**src/rtl/jk_ctrl_pkg.sv**
```systemverilog
// Shared types for the JK register sequencer: command opcodes and controller states.
package jk_ctrl_pkg;

  typedef enum logic [1:0] {
    OP_HOLD = 2'b00,
    OP_UP   = 2'b01,
    OP_DOWN = 2'b10,
    OP_LOAD = 2'b11
  } op_t;

  typedef enum logic [1:0] {
    S_IDLE = 2'b00,
    S_RUN  = 2'b01,
    S_DONE = 2'b10
  } state_t;

endpackage

```
**src/rtl/jk_cell.sv**
```systemverilog
// Single JK flip-flop: 00 hold, 01 reset, 10 set, 11 toggle; async active-low clear.
module jk_cell (
  input  logic Clk,
  input  logic rst,
  input  logic J,
  input  logic K,
  output logic Q
);

  always_ff @(posedge Clk or negedge rst) begin
    if (!rst) begin
      Q <= 1'b0;
    end else begin
      case ({J, K})
        2'b01:   Q <= 1'b0;
        2'b10:   Q <= 1'b1;
        2'b11:   Q <= ~Q;
        default: Q <= Q;
      endcase
    end
  end

endmodule

```
**src/rtl/jk_seq_ctrl.sv**
```systemverilog
// Command sequencer driving a bank of JK cells: hold/up/down/load for a programmed edge count.
// Handshake: a command transfers on a rising edge where cmd_valid && cmd_ready; cmd_ready is high only in IDLE.
module jk_seq_ctrl
  import jk_ctrl_pkg::*;
#(
  parameter int WIDTH = 4,
  parameter int LW    = 8
) (
  input  logic             Clk,
  input  logic             rst,
  input  logic             cmd_valid,
  output logic             cmd_ready,
  input  logic [1:0]       cmd_op,
  input  logic [LW-1:0]    cmd_len,
  input  logic [WIDTH-1:0] cmd_data,
  output logic [WIDTH-1:0] Q,
  output logic [WIDTH-1:0] J,
  output logic [WIDTH-1:0] K,
  output logic             tc,
  output logic             done,
  output state_t           dbg_state
);

  state_t           state;
  op_t              op_q;
  logic [WIDTH-1:0] data_q;
  logic [LW-1:0]    remaining;
  logic [WIDTH-1:0] up_t;
  logic [WIDTH-1:0] down_t;

  always_ff @(posedge Clk or negedge rst) begin
    if (!rst) begin
      state     <= S_IDLE;
      op_q      <= OP_HOLD;
      data_q    <= '0;
      remaining <= '0;
    end else begin
      case (state)
        S_IDLE: begin
          if (cmd_valid) begin
            op_q   <= op_t'(cmd_op);
            data_q <= cmd_data;
            if (op_t'(cmd_op) == OP_LOAD) begin
              remaining <= LW'(1);
              state     <= S_RUN;
            end else if (cmd_len == '0) begin
              // Zero-length command completes without touching Q.
              remaining <= '0;
              state     <= S_DONE;
            end else begin
              remaining <= cmd_len;
              state     <= S_RUN;
            end
          end
        end
        S_RUN: begin
          remaining <= remaining - LW'(1);
          if (remaining == LW'(1)) begin
            state <= S_DONE;
          end
        end
        S_DONE:  state <= S_IDLE;
        default: state <= S_IDLE;
      endcase
    end
  end

  // Prefix ANDs give the toggle condition of each bit for binary up/down counting.
  always_comb begin
    up_t      = '0;
    down_t    = '0;
    up_t[0]   = 1'b1;
    down_t[0] = 1'b1;
    for (int i = 1; i < WIDTH; i++) begin
      up_t[i]   = up_t[i-1] & Q[i-1];
      down_t[i] = down_t[i-1] & ~Q[i-1];
    end
  end

  always_comb begin
    J = '0;
    K = '0;
    if (state == S_RUN) begin
      case (op_q)
        OP_UP:   begin J = up_t;   K = up_t;    end
        OP_DOWN: begin J = down_t; K = down_t;  end
        OP_LOAD: begin J = data_q; K = ~data_q; end
        default: begin J = '0;     K = '0;      end
      endcase
    end
  end

  assign tc        = (state == S_RUN) &&
                     ((op_q == OP_UP && (&Q)) || (op_q == OP_DOWN && (Q == '0)));
  assign cmd_ready = (state == S_IDLE);
  assign done      = (state == S_DONE);
  assign dbg_state = state;

  for (genvar g = 0; g < WIDTH; g++) begin : g_cell
    jk_cell u_cell (
      .Clk (Clk),
      .rst (rst),
      .J   (J[g]),
      .K   (K[g]),
      .Q   (Q[g])
    );
  end

endmodule

```
**config.mk**
```make
export PLATFORM = sky130hd
export DESIGN_NAME = jk_seq_ctrl
export DESIGN_NICKNAME = d
export VERILOG_FILES = /design/src/rtl/jk_ctrl_pkg.sv /design/src/rtl/jk_cell.sv /design/src/rtl/jk_seq_ctrl.sv
export SDC_FILE = /design/constraint.sdc
export NUM_CORES = 1
export LEC_CHECK = 0
export ABC_AREA = 1
export CAP_MARGIN = 20
export CORE_ASPECT_RATIO = 1.4
export CORE_MARGIN = 8
export CORE_UTILIZATION = 30
export DETAILED_ROUTE_END_ITERATION = 8
export SYNTH_ARGS = -nofsm -noshare
export SYNTH_HDL_FRONTEND = slang
export SYNTH_SLANG_ARGS = --single-unit
export TNS_END_PERCENT = 20
```
**constraint.sdc**
```tcl
create_clock -name Clk -period 1.2 [get_ports Clk]
set_input_delay 0.24 -clock Clk [delete_from_list [all_inputs] [get_ports Clk]]
set_output_delay 0.24 -clock Clk [all_outputs]
set_load 0.005 [all_outputs]
```
==> summary.md <==
| Metric | Value |
|---|---|
| Initial antenna violation count | 0 |
| Setup CP Type | reg -> out |
| Largest net degree at the start of global routing | 21 |
| Layout area overhead | 64.1% |
| Worst R2R End | g_cell[2].u_cell.Q$_DFFE_PN0P_ |
| Layout Utilization | 49.8% |
| Slew Limit Headroom | 80.8% |
| # clock sinks | 20 |
| CTS Root Buffer Type | clkbuf_8 |
| Sequential share of the synthesized area | 34.9% |
| GRT overflow | 0 |
| Cell variety after synth | 22 |
| Worst Setup End Kind | primary output |
| Startpoint types | register |
| R2R Setup Slk | -0.42 ns |
| Via count | 1612 |
| Post-synth EDFFs | 0 |
| Final Power | 6.20 mW |
| Hold Vio Cnt, Final | 0 |
| Vias/cell | 4.50 |
| CTS tree | yes |
| Met2 global-route usage | 23.0% |
| Grt peak-use layer | met2 |
| Peak VDD IR | 0.831 mV |
| Pleak | 1.26 nW |
| Die Span Y | 97.8 um |
| Power Density | 2630 nW/um2 |
| Die area | 7280 um2 |
| Total Wirelength | 4430 um |
| Initial drt markers | 39 |
| Status | finished with violations |
| Slew @ Worst Pin | 0.287 ns |
| Final worst setup slack | -0.515 ns |
| Worst skew pair latency | 0.26 ns |
| CP max FO | 3 |
| Met1 global-route usage | 13.1% |
| Vias in the first global route | 1612 |
| Syn nets | 235 |
| H-tree depth | 1 |
| DRC viols | 0 |
| Post-Syn Area | 1440 um2 |
| Synth Warn # | 0 |
| # rows | 30 |
| Worst setup endpoint | K[2] |
| Commonest non-fill, non-tap cells in the layout | nand2_1, buf_4, buf_6, inv_1, dfrtp_1 |
| Reg2reg path depth | 11 |
| Violated checks | setup timing |
| Placeable Area | 4730 um2 |
| Top FF cell, synth | dfrtp_1 |
| Syn Area/Cell | 6.64 um2 |
| Max Clock Freq | 583 MHz |
| Routed WL per cell | 12.4 um |
| Setup TNS | -5.98 ns |
| Setup Viol. Count Final | 26 |
| Port bufs | 33 |
| Met3 GRT Util | 2.15% |
| FFs w/ async S/R, synth | 100% |
| Final period utilization | 143% |
| First-pass GRT wire length | 7240 um |
| Io pins | 34 |
| Inserted Diodes | 0 |
| Layout cells sized above 1 | 40.1% |
| Max-cap violation count | 0 |
| Filler cells | 477 |
| Clock Skew | 0.00760 ns |
| Data arrival time of the worst path | 1.48 ns |
| Post-DP HPWL | 3060 um |
| GPL Wtd Cong | 0.907 |
| Commonest non-fill, non-tap cell in the layout | nand2_1 |
| Critical path data required time | 0.96 ns |
| Post-synthesis cell count | 216 |
| CTS buffer count | 3 |
| NumNets Final | 315 |
| Starting Density | 30.3% |
| GRT Util Overall | 12.5% |
| Critical path startpoint | op_q[1]$_DFFE_PN0P_ |
| Fin. max-slew vios | 0 |
| Largest cells by area after synthesis | dfrtp_1, nand2_1, nand3_1, buf_4, inv_1 |
| Clock Path Buffers | 2 |
| Clk slew on worst S/H paths | 0.08 ns |
| Drt pass-1 iters | 4 |
| Die W | 74.5 um |
| RSZ-0062 raised after global routing | yes |
| Synth area leader | dfrtp_1 |
| Hold crit path type | in -> async |
| Synth top area share | 34.9% |
| Count of state elements after synthesis | 20 |
| Worst r2r src | op_q[1]$_DFFE_PN0P_ |
| Fin crit period | 1.72 ns |
| ANT nets after route | 0 |
==> cell usage after synthesis, types with 2 or more instances <==
cell type	instances
inv_2	2
or2_1	2
dfrtp_1	20
buf_4	13
nand2_2	2
nand2_1	76
o21ai_1	6
o21ai_0	7
o21ai_2	2
inv_1	26
nor2_1	19
nand4_1	4
ha_1	2
nor2_2	3
nand3_1	22
buf_6	2
a21oi_1	3
==> how the worst min path moves through the flow <==
| stage | slack (ns) | from | cells after the start | to |
|---|---|---|---|---|
| final | 0.32 | rst | 2 | g_cell[1].u_cell.Q$_DFFE_PN0P_ |
| after global placement | 0.52 | remaining[6]$_DFFE_PN0P_ | 2 | remaining[6]$_DFFE_PN0P_ |
| after detailed placement | 0.53 | remaining[6]$_DFFE_PN0P_ | 2 | remaining[6]$_DFFE_PN0P_ |
| after global routing | 0.34 | rst | 2 | data_q[1]$_DFFE_PN0P_ |
| after CTS | 0.32 | rst | 2 | data_q[1]$_DFFE_PN0P_ |
| after floorplan | -0.06 | rst | 0 | data_q[0]$_DFFE_PN0P_ |
==> report_power, final <==
group / switching [mW] / leakage [nW] / internal, mW
registers: 0.311 / 0.242 / 1.02
logic: 2.14 / 0.992 / 2.30
clock network: 0.217 / 0.0216 / 0.223
total: 2.66 / 1.26 / 3.53
==> worst max-delay path: stages, from the launching register on <==
cell,delay [ns]
dfrtp_1,0.42
inv_2,0.11
buf_6,0.10
nand4_1,0.14
buf_4,0.18
nand3_2,0.05
nand2_2,0.07
inv_2,0.06
buf_6,0.09
==> repair_timing <==
action,CTS,global route
endpoints found under the setup margin,33,37
hold buffers,0,0
resized for setup,97,27
buffers inserted,24,4
pin swaps,14,12
==> metrics by stage <==
step	cells	hold WS [ns]	instance area [um2]	worst slack [ns]
floorplan	216	-0.0556	1440	-0.0506
finish	358	0.320	2350	-0.515
CTS	354	0.322	2280	-0.443
global route	358	0.337	2350	-0.592
detailed placement	329	0.527	1960	-0.490
global placement	329	0.516	1960	-0.501
==> kinds of logic after synthesis <==
group | synth area share (%)
AND/OR/NAND/NOR | 38.4
AO/OA/AOI/OAI | 7.93
flip-flops | 34.9
buffers and inverters | 17.1
adder cells (fa/ha/maj) | 1.74
==> flip-flops by register name, summed over array words and instances (netlist names) <==
register and count:
remaining 8, data_q 4, g_cell.u_cell.Q 4, dbg_state 2, op_q 2
==> cell type report <==
type	count	area, um2	area share [%]
inverter	28	115	4.89
tap	64	80.1	3.40
sequential	20	502	21.3
clock buffer	3	41.3	1.75
multi-input combinational	152	821	34.9
timing repair buffer	91	796	33.8
==> routing by layer <==
layer	vias up	routed length, um
met3	10	170
met2	33	2390
met5	-	0
met1	745	1730
met4	0	136
li1	824	-
Power figures use the tool's default switching activity.
